### src/rtl/pipeline_pkg.sv
// Shared pipeline definitions for the forwarding/hazard logic.
//   AW        : register address width (slot record dest width)
//   AVAIL_W   : width of the slot "avail" field (min forwardable slot index)
//   FWD_*     : operand select encoding seen by the EX operand muxes
//   slot_t    : one in-flight register write tracked after ID
package pipeline_pkg;
  localparam int AW      = 5;
  localparam int AVAIL_W = 4;

  localparam int FWD_RF  = 0;  // operand comes from the register file
  localparam int FWD_MEM = 1;  // result held in slot 1 (EX/MEM)
  localparam int FWD_WB  = 2;  // result held in slot 2 (MEM/WB)

  typedef struct packed {
    logic               valid;
    logic [AW-1:0]      dest;
    logic [AVAIL_W-1:0] avail;
  } slot_t;
endpackage

### src/rtl/fwd_match_prio.sv
// Youngest-match priority encoder for one source operand.
//   slots    : forwardable slots 0..DEPTH-2 (slot 0 = EX)
//   src      : source register read by ID
//   useSrc   : ID actually reads src
//   hit      : some slot writes src
//   idx      : slot index of the youngest such write
//   notReady : youngest writer will not be forwardable when ID reaches EX
module fwd_match_prio
  import pipeline_pkg::*;
#(
  parameter int DEPTH = 3,
  parameter int SEL_W = 2
) (
  input  slot_t [DEPTH-2:0]  slots,
  input  logic  [AW-1:0]     src,
  input  logic               useSrc,
  output logic               hit,
  output logic  [SEL_W-1:0]  idx,
  output logic               notReady
);
  logic [DEPTH-2:0] laneHit;

  for (genvar k = 0; k < DEPTH - 1; k++) begin : gLane
    assign laneHit[k] = slots[k].valid && (slots[k].dest == src) &&
                        (src != '0) && useSrc;
  end

  // Scan oldest to youngest so the lowest matching slot overwrites the rest;
  // readiness is judged on that youngest writer only.
  always_comb begin
    hit      = 1'b0;
    idx      = '0;
    notReady = 1'b0;
    for (int k = DEPTH - 2; k >= 0; k--) begin
      if (laneHit[k]) begin
        hit      = 1'b1;
        idx      = SEL_W'(k);
        notReady = (k + 1) < int'(slots[k].avail);
      end
    end
  end
endmodule

### src/rtl/fwd_hazard_unit.sv
// Forwarding and hazard unit.
//   clk, reset           : clock, async active-high reset
//   id_*                 : decoded ID-stage instruction
//   flush                : kill the ID instruction
//   stall                : hold PC/IF-ID, bubble into EX (combinational)
//   fwd_a, fwd_b         : registered EX operand selects (0 = RF, k = slot k)
//   stall_cnt            : saturating count of stall cycles
module fwd_hazard_unit #(
  parameter int AW       = pipeline_pkg::AW,
  parameter int DEPTH    = 3,
  parameter int LOAD_LAT = 1,
  parameter int SEL_W    = 2,
  parameter int CNT_W    = 16
) (
  input  logic             clk,
  input  logic             reset,
  input  logic             id_valid,
  input  logic [AW-1:0]    id_rs,
  input  logic [AW-1:0]    id_rt,
  input  logic             id_use_rs,
  input  logic             id_use_rt,
  input  logic [AW-1:0]    id_rd,
  input  logic             id_we,
  input  logic             id_is_load,
  input  logic             flush,
  output logic             stall,
  output logic [SEL_W-1:0] fwd_a,
  output logic [SEL_W-1:0] fwd_b,
  output logic [CNT_W-1:0] stall_cnt
);
  import pipeline_pkg::*;

  // The WB slot (DEPTH-1) is not stored: a writer there is visible through the
  // write-before-read register file, so it resolves to select 0 exactly like
  // no match at all.
  localparam int NS = DEPTH - 1;

  slot_t [NS-1:0]   slots;
  slot_t            issueSlot;
  logic             issue;
  logic             hitA, hitB, nrA, nrB;
  logic [SEL_W-1:0] idxA, idxB;

  fwd_match_prio #(.DEPTH(DEPTH), .SEL_W(SEL_W)) uMatchA (
    .slots(slots), .src(id_rs), .useSrc(id_use_rs),
    .hit(hitA), .idx(idxA), .notReady(nrA)
  );

  fwd_match_prio #(.DEPTH(DEPTH), .SEL_W(SEL_W)) uMatchB (
    .slots(slots), .src(id_rt), .useSrc(id_use_rt),
    .hit(hitB), .idx(idxB), .notReady(nrB)
  );

  assign stall = id_valid & ~flush & (nrA | nrB);
  assign issue = id_valid & id_we & ~stall & ~flush & (id_rd != '0);

  always_comb begin
    issueSlot       = '0;
    issueSlot.valid = issue;
    issueSlot.dest  = id_rd;
    issueSlot.avail = id_is_load ? AVAIL_W'(1 + LOAD_LAT) : AVAIL_W'(1);
  end

  // Tracker shifts every edge, stalled or not; a stall shows up as a bubble.
  always_ff @(posedge clk or posedge reset) begin
    if (reset) begin
      slots <= '0;
    end else begin
      slots[0] <= issueSlot;
      for (int k = 1; k < NS; k++) slots[k] <= slots[k-1];
    end
  end

  always_ff @(posedge clk or posedge reset) begin
    if (reset) begin
      fwd_a <= SEL_W'(FWD_RF);
      fwd_b <= SEL_W'(FWD_RF);
    end else if (stall || flush || !id_valid) begin
      fwd_a <= SEL_W'(FWD_RF);
      fwd_b <= SEL_W'(FWD_RF);
    end else begin
      fwd_a <= hitA ? idxA + SEL_W'(1) : SEL_W'(FWD_RF);
      fwd_b <= hitB ? idxB + SEL_W'(1) : SEL_W'(FWD_RF);
    end
  end

  always_ff @(posedge clk or posedge reset) begin
    if (reset)                          stall_cnt <= '0;
    else if (stall && stall_cnt != '1)  stall_cnt <= stall_cnt + CNT_W'(1);
  end
endmodule
### config.mk
export PLATFORM = sky130hd
export DESIGN_NAME = fwd_hazard_unit
export DESIGN_NICKNAME = d
export VERILOG_FILES = /design/src/rtl/pipeline_pkg.sv /design/src/rtl/fwd_match_prio.sv /design/src/rtl/fwd_hazard_unit.sv
export SDC_FILE = /design/constraint.sdc
export NUM_CORES = 1
export LEC_CHECK = 0
export ABC_AREA = 1
export CAP_MARGIN = 20
export CORE_MARGIN = 2
export CORE_UTILIZATION = 40
export CTS_CLUSTER_SIZE = 14
export DETAILED_ROUTE_END_ITERATION = 16
export PLACE_DENSITY = 0.61
export SYNTH_ARGS = -nofsm -noshare
export SYNTH_HDL_FRONTEND = slang
export SYNTH_SLANG_ARGS = --single-unit
### constraint.sdc
create_clock -name clk -period 1.7 [get_ports clk]
set_input_delay 0.255 -clock clk [delete_from_list [all_inputs] [get_ports clk]]
set_output_delay 0.255 -clock clk [all_outputs]
set_load 0.005 [all_outputs]
==> impl_metrics.csv, run 1 <==
group,metric,value,unit
sta,period_needed,1.86,ns
global_route,grt_pass1_wl,9.19,mm
layout,fin_area,3230,µm²
worst_hold_path,hold_end,"slots[10]",
placed_design,dp_hpwl,3.69,mm
sta,rsz0062_at_grt,"yes",
routing,ant_nets,0,
routing,routed_wl,5.69,mm
synthesis,synth_nets,327,
placed_design,gp_congestion,0.930,
clock_tree,cts_buffers,5,
outcome,status,"complete, but fails checks",
floorplanning,core-area,5070,µm²
placed_design,numPortBuffers,43,
layout,syn2layout_area_growth,55.0,%
floorplanning,start_util,41.1,%
clock_tree,clock_sinks,36,
setup_path,startpoint,"slots[5]",
layout,num-fill-cells,469,
routing,drt_iter0_drc,78,
floorplanning,die_area,5800,µm²
sta,skew,0.00489,ns
global_route,grt_max_degree,37,
placed_design,place_area,2740,µm²
layout,layout_commonest_cell,"nand2_1",
clock_tree,tritoncts,"built",
sta,fmax,0.537,GHz
sta,whs,0.361,ns
outcome,failed_checks,"negative setup slack",
run,drv_cap,0,
synthesis,synth_cells,303,
sta,relSlewSlack,70.2,%
routing,avgViaCountPerCell,4.80,
synthesis,avgSynthCellArea,6.88,µm²
routing,dr.pass1.iters,4,
setup_path,rr_startpoint,"slots[5]",
layout,final_cells,451,
layout,antenna_cells,0,
sta,tightest_slew,0.447,ns
placed_design,dp_cells,429,
sta,final.setup.tns,-1.12,ns
setup_path,end_kind,"output pin",
clock_tree,cts_root_buffer,"clkbuf_8",
clock_tree,ctsHoldBuffers,0,
layout,final_cell_mix,"nand2_1 (105), inv_1 (40), dfrtp_1 (33)",
clock_tree,worstSkewPairLatency,0.29,ns
floorplanning,core.rowCount,26,
floorplanning,fp.dieH,76.2,µm
global_route,overflow,0,
layout,drive_gt1_share,26.2,%
setup_path,crit_fanout,4,
sta,setup_viol,18,
setup_path,reg2reg_depth,17,
routing,wire_per_inst,12.6,µm
clock_tree,path_clk_slew,0.07,ns
floorplanning,io_pins,44,
sta,final_max_slew_viol_count,0,
synthesis,ys_seq_area_share,43.2,%
placed_design,dp_slack,-0.722,ns
routing,drc,0,
routing,vias,2164,
synthesis,ys_ff_latch,36,
setup_path,cpPeakStageDelay,0.41,ns
setup_path,critPathKind,"reg2out",
setup_path,r2r_slack,-0.11,ns
setup_path,path_common_cell,"nand2_1",
setup_path,timing.rr.end,"stall_cnt[5]",
global_route,grt_pass1_vias,2083,
worst_hold_path,hold_path_depth,0,
global_route,antenna_found_initial,0,
synthesis,ys.warnings.count,0,
floorplanning,die_w,76.2,µm
setup_path,slowest_stage,"dfrtp_1",
setup_path,startpoint_type,"flip-flop",
power_and_ir_drop,peakVddDrop,0.371,mV
clock_tree,htreeDepth,2,
layout,nets,404,
worst_hold_path,hold_class,"reg2reg",
power_and_ir_drop,p_leak,1.61,nW
sta,finalCritPeriodShare,110,%
setup_path,crit_required,1.44,ns
synthesis,yosysUniqueCellTypes,26,
setup_path,cp.arrival,1.61,ns
synthesis,syn_area,2080,µm²
worst_hold_path,holdCritStartpoint,"slots[0]",
setup_path,cp_cell_sequence,"inv_1, nand2_1, nand2_1, inv_2, nand2_2, nor2_1, nand2_1, nand2_1, nand2_2, nand2_2, a21oi_2, buf_2",
sta,finalHoldViolCount,0,
clock_tree,clk_path_buf_depth,2,
power_and_ir_drop,power_density,575,nW/µm²
sta,worst_slack,-0.163,ns
global_route,grt_usage,19.7,%
[flip-flops by register name, summed over array words and instances, names as in the netlist]
name and cells:
slots 16, stall_cnt 16, fwd_a 2, fwd_b 2
[synth_stat cells]
cell      instances  area (µm²)
a21oi_1           4        20.0
buf_2             3        15.0
buf_6             2        22.5
clkbuf_1          1        3.75
clkinv_1          1        3.75
dfrtp_1          36         901
ha_1              1        12.5
inv_1            42         158
inv_2             9        33.8
nand2_1         114         428
nand2_2           4        25.0
nand3_1          21         105
nand3_2           1        10.0
nand3b_1          1        7.51
nand4_1          19         119
nand4_2           1        12.5
nor2_1           32         120
nor3_1            2        10.0
nor3_4            1        16.3
nor4_1            1        6.26
o41ai_1           1        8.76
or2_0             1        6.26
or2_1             1        6.26
or2_2             1        6.26
xnor2_1           2        17.5
xor2_1            1        8.76
[area by class of cell]
type	instances	area [µm²]	share of cell area [%]
Inverter	52	195	6.04
Clock buffer	6	72.6	2.25
Clock inverter	2	35.0	1.08
Timing Repair Buffer	76	805	24.9
Tap cell	70	87.6	2.71
Sequential cell	36	905	28.0
Multi-Input combinational cell	209	1130	35.0
[stage by stage]
step                      power (mW)  util (%)
after floorplan                 1.00         -
after global placement          1.11      54.0
after detailed placement        1.11      54.0
after CTS                       1.85      58.9
after global routing            1.96      63.6
final                           1.86      63.6
[how the worst max path moves through the flow]
| stage | end | slack [ns] | cells past startpoint |
|---|---|---|---|
| floorplan | stall_cnt[13] | 0.15 | 8 |
| global placement | stall | -0.70 | 12 |
| global route | stall | -0.26 | 11 |
| finish | stall | -0.16 | 12 |
| detailed placement | stall | -0.72 | 12 |
| CTS | stall | -0.16 | 11 |
[power breakdown]
| part | internal (mW) | switching (mW) |
|---|---|---|
| sequential | 0.877 | 0.0167 |
| combinational | 0.101 | 0.122 |
| clock | 0.435 | 0.305 |
[logic make-up after synthesis]
group           Yosys count  synth area share, %
compound gates            5                 1.38
simple gates            200                 42.2
flops                    36                 43.2
fa+ha+maj                 1                0.601
buf+inv                  58                 11.4
xor+xnor                  3                 1.26
[routing by layer]
metal | share of wire [%] | wire length [µm] | global-route usage, %
met2 | 55 | 3130 | 35.4
met4 | 1.2 | 70 | 8.00
met5 | 0 | 0 | 0
met1 | 40 | 2250 | 22.8
met3 | 4.2 | 240 | 4.27
[timing repair]
item / 4_1_cts / 5_1_grt
pin swaps: 8 / 22
buffers inserted: 5 / 7
cloned: 3 / 1
endpoints found under the setup margin: 17 / 22
gates resized for setup: 22 / 52
[worst max-delay path, delay by kind of cell (launching register included)]
kind / cells / cell delay, ns
buffers and inverters: 3 / 0.24
and+or+nand+nor: 8 / 0.55
AOI/OAI and AO/OA: 1 / 0.13
DFF: 1 / 0.41
No activity file was read; power rests on OpenSTA's default activity.
==> inputs of run 2 (changes only) <==
- CTS_BUF_LIST: unset -> sky130_fd_sc_hd__clkbuf_16
==> impl_metrics.csv, run 2 (synthesis gave the netlist of run 1 again) <==
group,metric,value,unit
outcome,status,"complete, but fails checks",
outcome,failed_checks,"negative setup slack",
layout,final_cell_mix,"nand2_1 (105), inv_1 (41), dfrtp_1 (34)",
placed_design,place_area,2740,µm²
floorplanning,core.rowCount,26,
floorplanning,start_util,41.1,%
sta,final_max_slew_viol_count,0,
worst_hold_path,hold_path_depth,0,
layout,antenna_cells,0,
layout,drive_gt1_share,23.6,%
clock_tree,clk_path_buf_depth,2,
setup_path,startpoint,"slots[5]",
global_route,antenna_found_initial,0,
floorplanning,die_w,76.2,µm
routing,drc,0,
global_route,overflow,0,
layout,top_regs,"slots x16, stall_cnt x16",
setup_path,rr_startpoint,"slots[5]",
global_route,grt_usage,18.6,%
global_route,grt_pass1_vias,2014,
sta,period_needed,1.84,ns
clock_tree,clock_sinks,36,
clock_tree,path_clk_slew,0.05,ns
sta,fmax,0.543,GHz
clock_tree,cts_root_buffer,"clkbuf_16",
setup_path,path_common_cell,"nand2_1",
global_route,grt_max_degree,37,
setup_path,slowest_stage,"dfrtp_1",
layout,fin_area,3190,µm²
routing,routed_wl,5.56,mm
setup_path,crit_fanout,4,
layout,nets,400,
setup_path,cp.arrival,1.59,ns
power_and_ir_drop,p_leak,1.62,nW
placed_design,numPortBuffers,43,
setup_path,crit_required,1.44,ns
routing,drt_iter0_drc,73,
routing,dr.pass1.iters,4,
sta,worst_slack,-0.142,ns
global_route,grt_pass1_wl,8.83,mm
floorplanning,io_pins,44,
setup_path,reg2reg_depth,16,
power_and_ir_drop,total_power,2.13,mW
clock_tree,tritoncts,"built",
routing,wire_per_inst,12.4,µm
placed_design,gp_congestion,0.930,
sta,finalHoldViolCount,0,
routing,avgViaCountPerCell,4.81,
clock_tree,cts_buffers,5,
setup_path,end_kind,"output pin",
setup_path,timing.rr.end,"stall_cnt[0]",
sta,tightest_slew,0.452,ns
sta,rsz0062_at_grt,"yes",
power_and_ir_drop,peakVddDrop,0.476,mV
placed_design,dp_hpwl,3.69,mm
sta,finalCritPeriodShare,108,%
routing,ant_nets,0,
setup_path,startpoint_type,"flip-flop",
clock_tree,htreeDepth,2,
floorplanning,core-area,5070,µm²
floorplanning,die_area,5800,µm²
placed_design,dp_slack,-0.722,ns
routing,vias,2148,
worst_hold_path,holdCritStartpoint,"slots[0]",
sta,skew,0.00248,ns
layout,syn2layout_area_growth,53.0,%
run,drv_cap,0,
clock_tree,worstSkewPairLatency,0.27,ns
floorplanning,fp.dieH,76.2,µm
setup_path,endpoint,"stall",
sta,relSlewSlack,69.9,%
worst_hold_path,hold_class,"reg2reg",
power_and_ir_drop,power_density,667,nW/µm²
setup_path,r2r_slack,-0.08,ns
setup_path,cp_cell_sequence,"inv_1, nand2_1, nand2_1, inv_2, nand2_2, nor2_1, nand2_1, nand2_1, nand2_2, nand2_2, a21oi_2, buf_2",
clock_tree,ctsHoldBuffers,0,
setup_path,cpPeakStageDelay,0.41,ns
layout,layout_commonest_cell,"nand2_1",
setup_path,critPathKind,"reg2out",
sta,setup_viol,17,
[run 2: changes by cell type in the layout (fill, tap and decap cells not counted), moves of 2 or more]
cell,before,now
clkbuf_16,1,7
clkbuf_8,5,0
nor2_1,24,27
buf_12,5,3
buf_6,6,4
nand3_1,7,9
nand3_2,13,11
nor2_4,2,0
[run 2: what timing repair did]
| item | 4_1_cts | 5_1_grt |
|---|---|---|
| resized for setup | 20 | 40 |
| setup buffers | 4 | 2 |
| endpoints found under the setup margin | 18 | 22 |
| pin swaps | 8 | 19 |
| cloned | 1 | 3 |
[run 2: layout make-up]
cell class                 instances  area, µm²
multi-input combinational        209       1100
clock buffer                       5        125
fill                             470       1890
timing repair buffer              72        739
inverter                          52        195
sequential                        36        903
tap                               70       87.6
clock inverter                     3       38.8
[run 2: metrics by stage]
| stage | utilization, % | instances | TNS, ns | hold slack, ns |
|---|---|---|---|---|
| 3_3_place_gp | 54.0 | 429 | -8.51 | 0.336 |
| 6_report | 62.8 | 447 | -0.769 | 0.358 |
| 4_1_cts | 58.5 | 442 | -0.994 | 0.360 |
| 2_1_floorplan | - | 303 | 0 | 0.286 |
| 5_1_grt | 62.8 | 447 | -2.58 | 0.364 |
| 3_5_place_dp | 54.0 | 429 | -8.61 | 0.350 |
[run 2: critical path: cells and delay by family (launching register included)]
family,cells,cell delay (ns)
AOI/OAI and AO/OA,1,0.12
DFF,1,0.41
buffers and inverters,3,0.24
and+or+nand+nor,8,0.54
[run 2: layer usage]
metal,vias up,part of all wire [%],global-route usage [%]
met2,58,54,34.6
li1,1087,-,-
met5,-,0,0
met4,0,2.0,5.64
met1,991,40,21.8
met3,12,4.0,3.08
[run 2: how the worst min path moves through the flow]
stage / to
2_1_floorplan: slots[1]
4_1_cts: slots[10]
5_1_grt: slots[10]
6_report: slots[10]
3_3_place_gp: slots[10]
3_5_place_dp: slots[10]
[run 2: report_power, final]
| group | switching, mW | internal, mW | total (mW) |
|---|---|---|---|
| clock | 0.331 | 0.683 | 1.01 |
| sequential | 0.0169 | 0.879 | 0.896 |
| combinational | 0.120 | 0.0973 | 0.217 |
| total | 0.468 | 1.66 | 2.13 |
==> inputs of run 3 (changes only) <==
- CORE_MARGIN: 2 -> 1.5
- PLACE_DENSITY: 0.61 -> 0.6
- SYNTH_HIERARCHICAL: unset -> 1
==> impl_metrics.csv, run 3 <==
group,metric,value,unit
outcome,status,"complete, but fails checks",
outcome,failed_checks,"negative setup slack",
layout,syn2layout_area_growth,46.3,%
floorplanning,core.rowCount,27,
synthesis,synthAdderAreaFrac,0.555,%
setup_path,critPathKind,"reg2out",
power_and_ir_drop,power.switching,499,µW
global_route,grt_pass1_wl,9.29,mm
synthesis,syn_area,2250,µm²
run,drv_cap,0,
layout,final_cell_mix,"nand2_1 (116), inv_1 (46), dfrtp_1 (33)",
power_and_ir_drop,power_density,664,nW/µm²
sta,skew,0.00388,ns
synthesis,synthTopCellsByArea,"dfrtp_1 (40%), nand2_1 (21%), inv_1 (7.8%)",
placed_design,numPortBuffers,43,
clock_tree,ctsHoldBuffers,0,
layout,num-fill-cells,527,
power_and_ir_drop,seqPwrFrac,41.9,%
power_and_ir_drop,p_clk_share,46.3,%
routing,avgViaCountPerCell,4.53,
sta,period_needed,1.93,ns
clock_tree,tritoncts,"built",
setup_path,timing.rr.end,"stall_cnt[14]",
synthesis,ys_async_sr_fraction,100,%
synthesis,ys_ff_latch,36,
synthesis,ys_seq_area_share,40.0,%
setup_path,crit_fanout,5,
floorplanning,start_util,41.2,%
synthesis,synth_edf_count,0,
power_and_ir_drop,combPwrFrac,11.8,%
synthesis,synth_top_family_by_area,"simple AND/OR/NAND/NOR gates",
global_route,grt_usage,19.4,%
sta,fmax,0.519,GHz
placed_design,dp_cells,460,
synthesis,ys_top_cells_by_count,"nand2_1 (125), inv_1 (47), dfrtp_1 (36)",
floorplanning,fp.dieH,78.1,µm
clock_tree,cts_buffers,5,
sta,worst_slack,-0.229,ns
synthesis,synth_cells,327,
worst_hold_path,hold_class,"reg2reg",
synthesis,synthFlopType,"dfrtp_1",
routing,drt_iter0_drc,67,
floorplanning,die_area,6090,µm²
clock_tree,htreeDepth,2,
sta,final.setup.tns,-1.75,ns
synthesis,muxShareOfSynthArea,0,%
floorplanning,io_pins,44,
synthesis,synth_xor_area_share,3.89,%
power_and_ir_drop,swShare,22.8,%
synthesis,avgSynthCellArea,6.89,µm²
clock_tree,path_clk_slew,0.06,ns
clock_tree,cts_root_buffer,"clkbuf_16",
layout,drive_gt1_share,23.7,%
floorplanning,die_w,78.1,µm
setup_path,rr_startpoint,"slots[16]",
global_route,grt_max_degree,37,
layout,layout_commonest_cell,"nand2_1",
synthesis,yosysUniqueCellTypes,25,
floorplanning,core-area,5470,µm²
synthesis,synth_compound_area_share,5.11,%
power_and_ir_drop,peakVddDrop,0.494,mV
setup_path,endpoint,"stall",
placed_design,gp_congestion,0.812,
routing,routed_wl,5.53,mm
synthesis,ys.warnings.count,6,
sta,setup_viol,19,
setup_path,cp.arrival,1.67,ns
clock_tree,clock_sinks,36,
routing,ant_nets,0,
power_and_ir_drop,p_leak,1.64,nW
routing,dr.pass1.iters,4,
synthesis,synth.most_common_cell,"nand2_1",
global_route,grt_pass1_vias,2160,
placed_design,dp_hpwl,3.93,mm
synthesis,synth_top_area_cell,"dfrtp_1",
clock_tree,clk_path_buf_depth,2,
setup_path,r2r_slack,-0.15,ns
sta,finalCritPeriodShare,113,%
routing,vias,2161,
layout,top_regs,"slots x16, stall_cnt x16",
clock_tree,worstSkewPairLatency,0.28,ns
global_route,antenna_found_initial,0,
routing,wire_per_inst,11.6,µm
layout,antenna_cells,0,
layout,final_cells,477,
routing,drc,0,
setup_path,end_kind,"output pin",
layout,nets,428,
synthesis,synth_top_area_share,40.0,%
sta,final_max_slew_viol_count,0,
power_and_ir_drop,p_int,1.69,mW
setup_path,startpoint_type,"flip-flop",
sta,rsz0062_at_grt,"yes",
setup_path,reg2reg_depth,16,
setup_path,startpoint,"slots[7]",
setup_path,crit_required,1.44,ns
global_route,overflow,0,
sta,finalHoldViolCount,0,
synthesis,synth-simple-area-share,39.0,%
## run 3: cell types whose count changed after synthesis, sizes merged, moves of 3 or more
cell   before  now
xnor2       2    9
nand4      20    2
inv        51   56
o21ai       0    8
nor2       32   41
nand2     118  127
conb        0    3
a21oi       4    7
or2         3    0
## run 3: metrics by stage
step                      hold slack (ns)  util, %  total power, mW  instance area [µm²]  worst slack, ns
after detailed placement            0.337     52.8             1.18                 2890           -0.743
after CTS                           0.350     58.4             2.21                 3200           -0.197
after global placement              0.334     52.8             1.18                 2890           -0.744
after global routing                0.365     60.2             2.30                 3300           -0.335
after floorplan                     0.286        -             1.05                 2280           0.0105
final                               0.347     60.2             2.19                 3300           -0.229
## run 3: layer usage
metal | share of wire, % | GRT usage (%) | vias to the layer above
met5 | 0 | 0 | -
met4 | 1.6 | 6.61 | 0
met3 | 4.4 | 3.95 | 10
met2 | 52 | 35.8 | 42
met1 | 42 | 22.1 | 982
li1 | - | - | 1127
## run 3: worst max-delay path, stage by stage, from the launching register on
cell and delay, ns:
dfrtp_2 0.43, inv_2 0.04, nand2_1 0.05, nand2_1 0.05, inv_1 0.06, nand2_2 0.07
nor2_4 0.15, nand2_2 0.09, nand3_2 0.07, nand2_2 0.08, nor2_4 0.13, nor2_4 0.05
buf_2 0.12
## run 3: final cells by class
| type | instances | area (µm²) | area share (%) |
|---|---|---|---|
| clock inverters | 3 | 38.8 | 1.18 |
| multi-input cells | 238 | 1300 | 39.3 |
| clock buffers | 5 | 125 | 3.80 |
| flip-flops and latches | 36 | 905 | 27.4 |
| inverters | 56 | 213 | 6.45 |
| repair buffers | 67 | 628 | 19.1 |
| well taps | 72 | 90.1 | 2.73 |
## run 3: what timing repair did
action,in CTS,in global routing
buffers inserted,10,2
pin swaps,11,12
gates cloned,0,1
resized for setup,43,22
setup endpoints to repair,22,22
## run 3: worst min-delay path by stage
stage / startpoint / endpoint / slack, ns / cells after the start
after floorplan: id_is_load / slots[1] / 0.29 / 0
after global placement: slots[0] / slots[10] / 0.33 / 0
after detailed placement: slots[0] / slots[10] / 0.34 / 0
after CTS: slots[0] / slots[10] / 0.35 / 0
after global routing: slots[0] / slots[10] / 0.37 / 0
final: slots[0] / slots[10] / 0.35 / 0
## run 3: logic make-up (layout without fill, tap and decap cells)
| group | Yosys count | in the layout |
|---|---|---|
| buffers and inverters | 60 | 131 |
| adder cells (fa/ha/maj) | 1 | 1 |
| flip-flops | 36 | 36 |
| AO/OA/AOI/OAI | 17 | 17 |
| XOR/XNOR | 10 | 10 |
| other | 3 | 10 |
| AND/OR/NAND/NOR | 200 | 200 |
## run 3: power groups by stage
stage | combinational (mW) | sequential, mW | clock (mW)
after floorplan | 0.127 | 0.925 | 0
after global placement | 0.246 | 0.930 | 0
after detailed placement | 0.248 | 0.930 | 0
after CTS | 0.250 | 0.916 | 1.04
after global routing | 0.290 | 0.921 | 1.08
final | 0.257 | 0.917 | 1.01
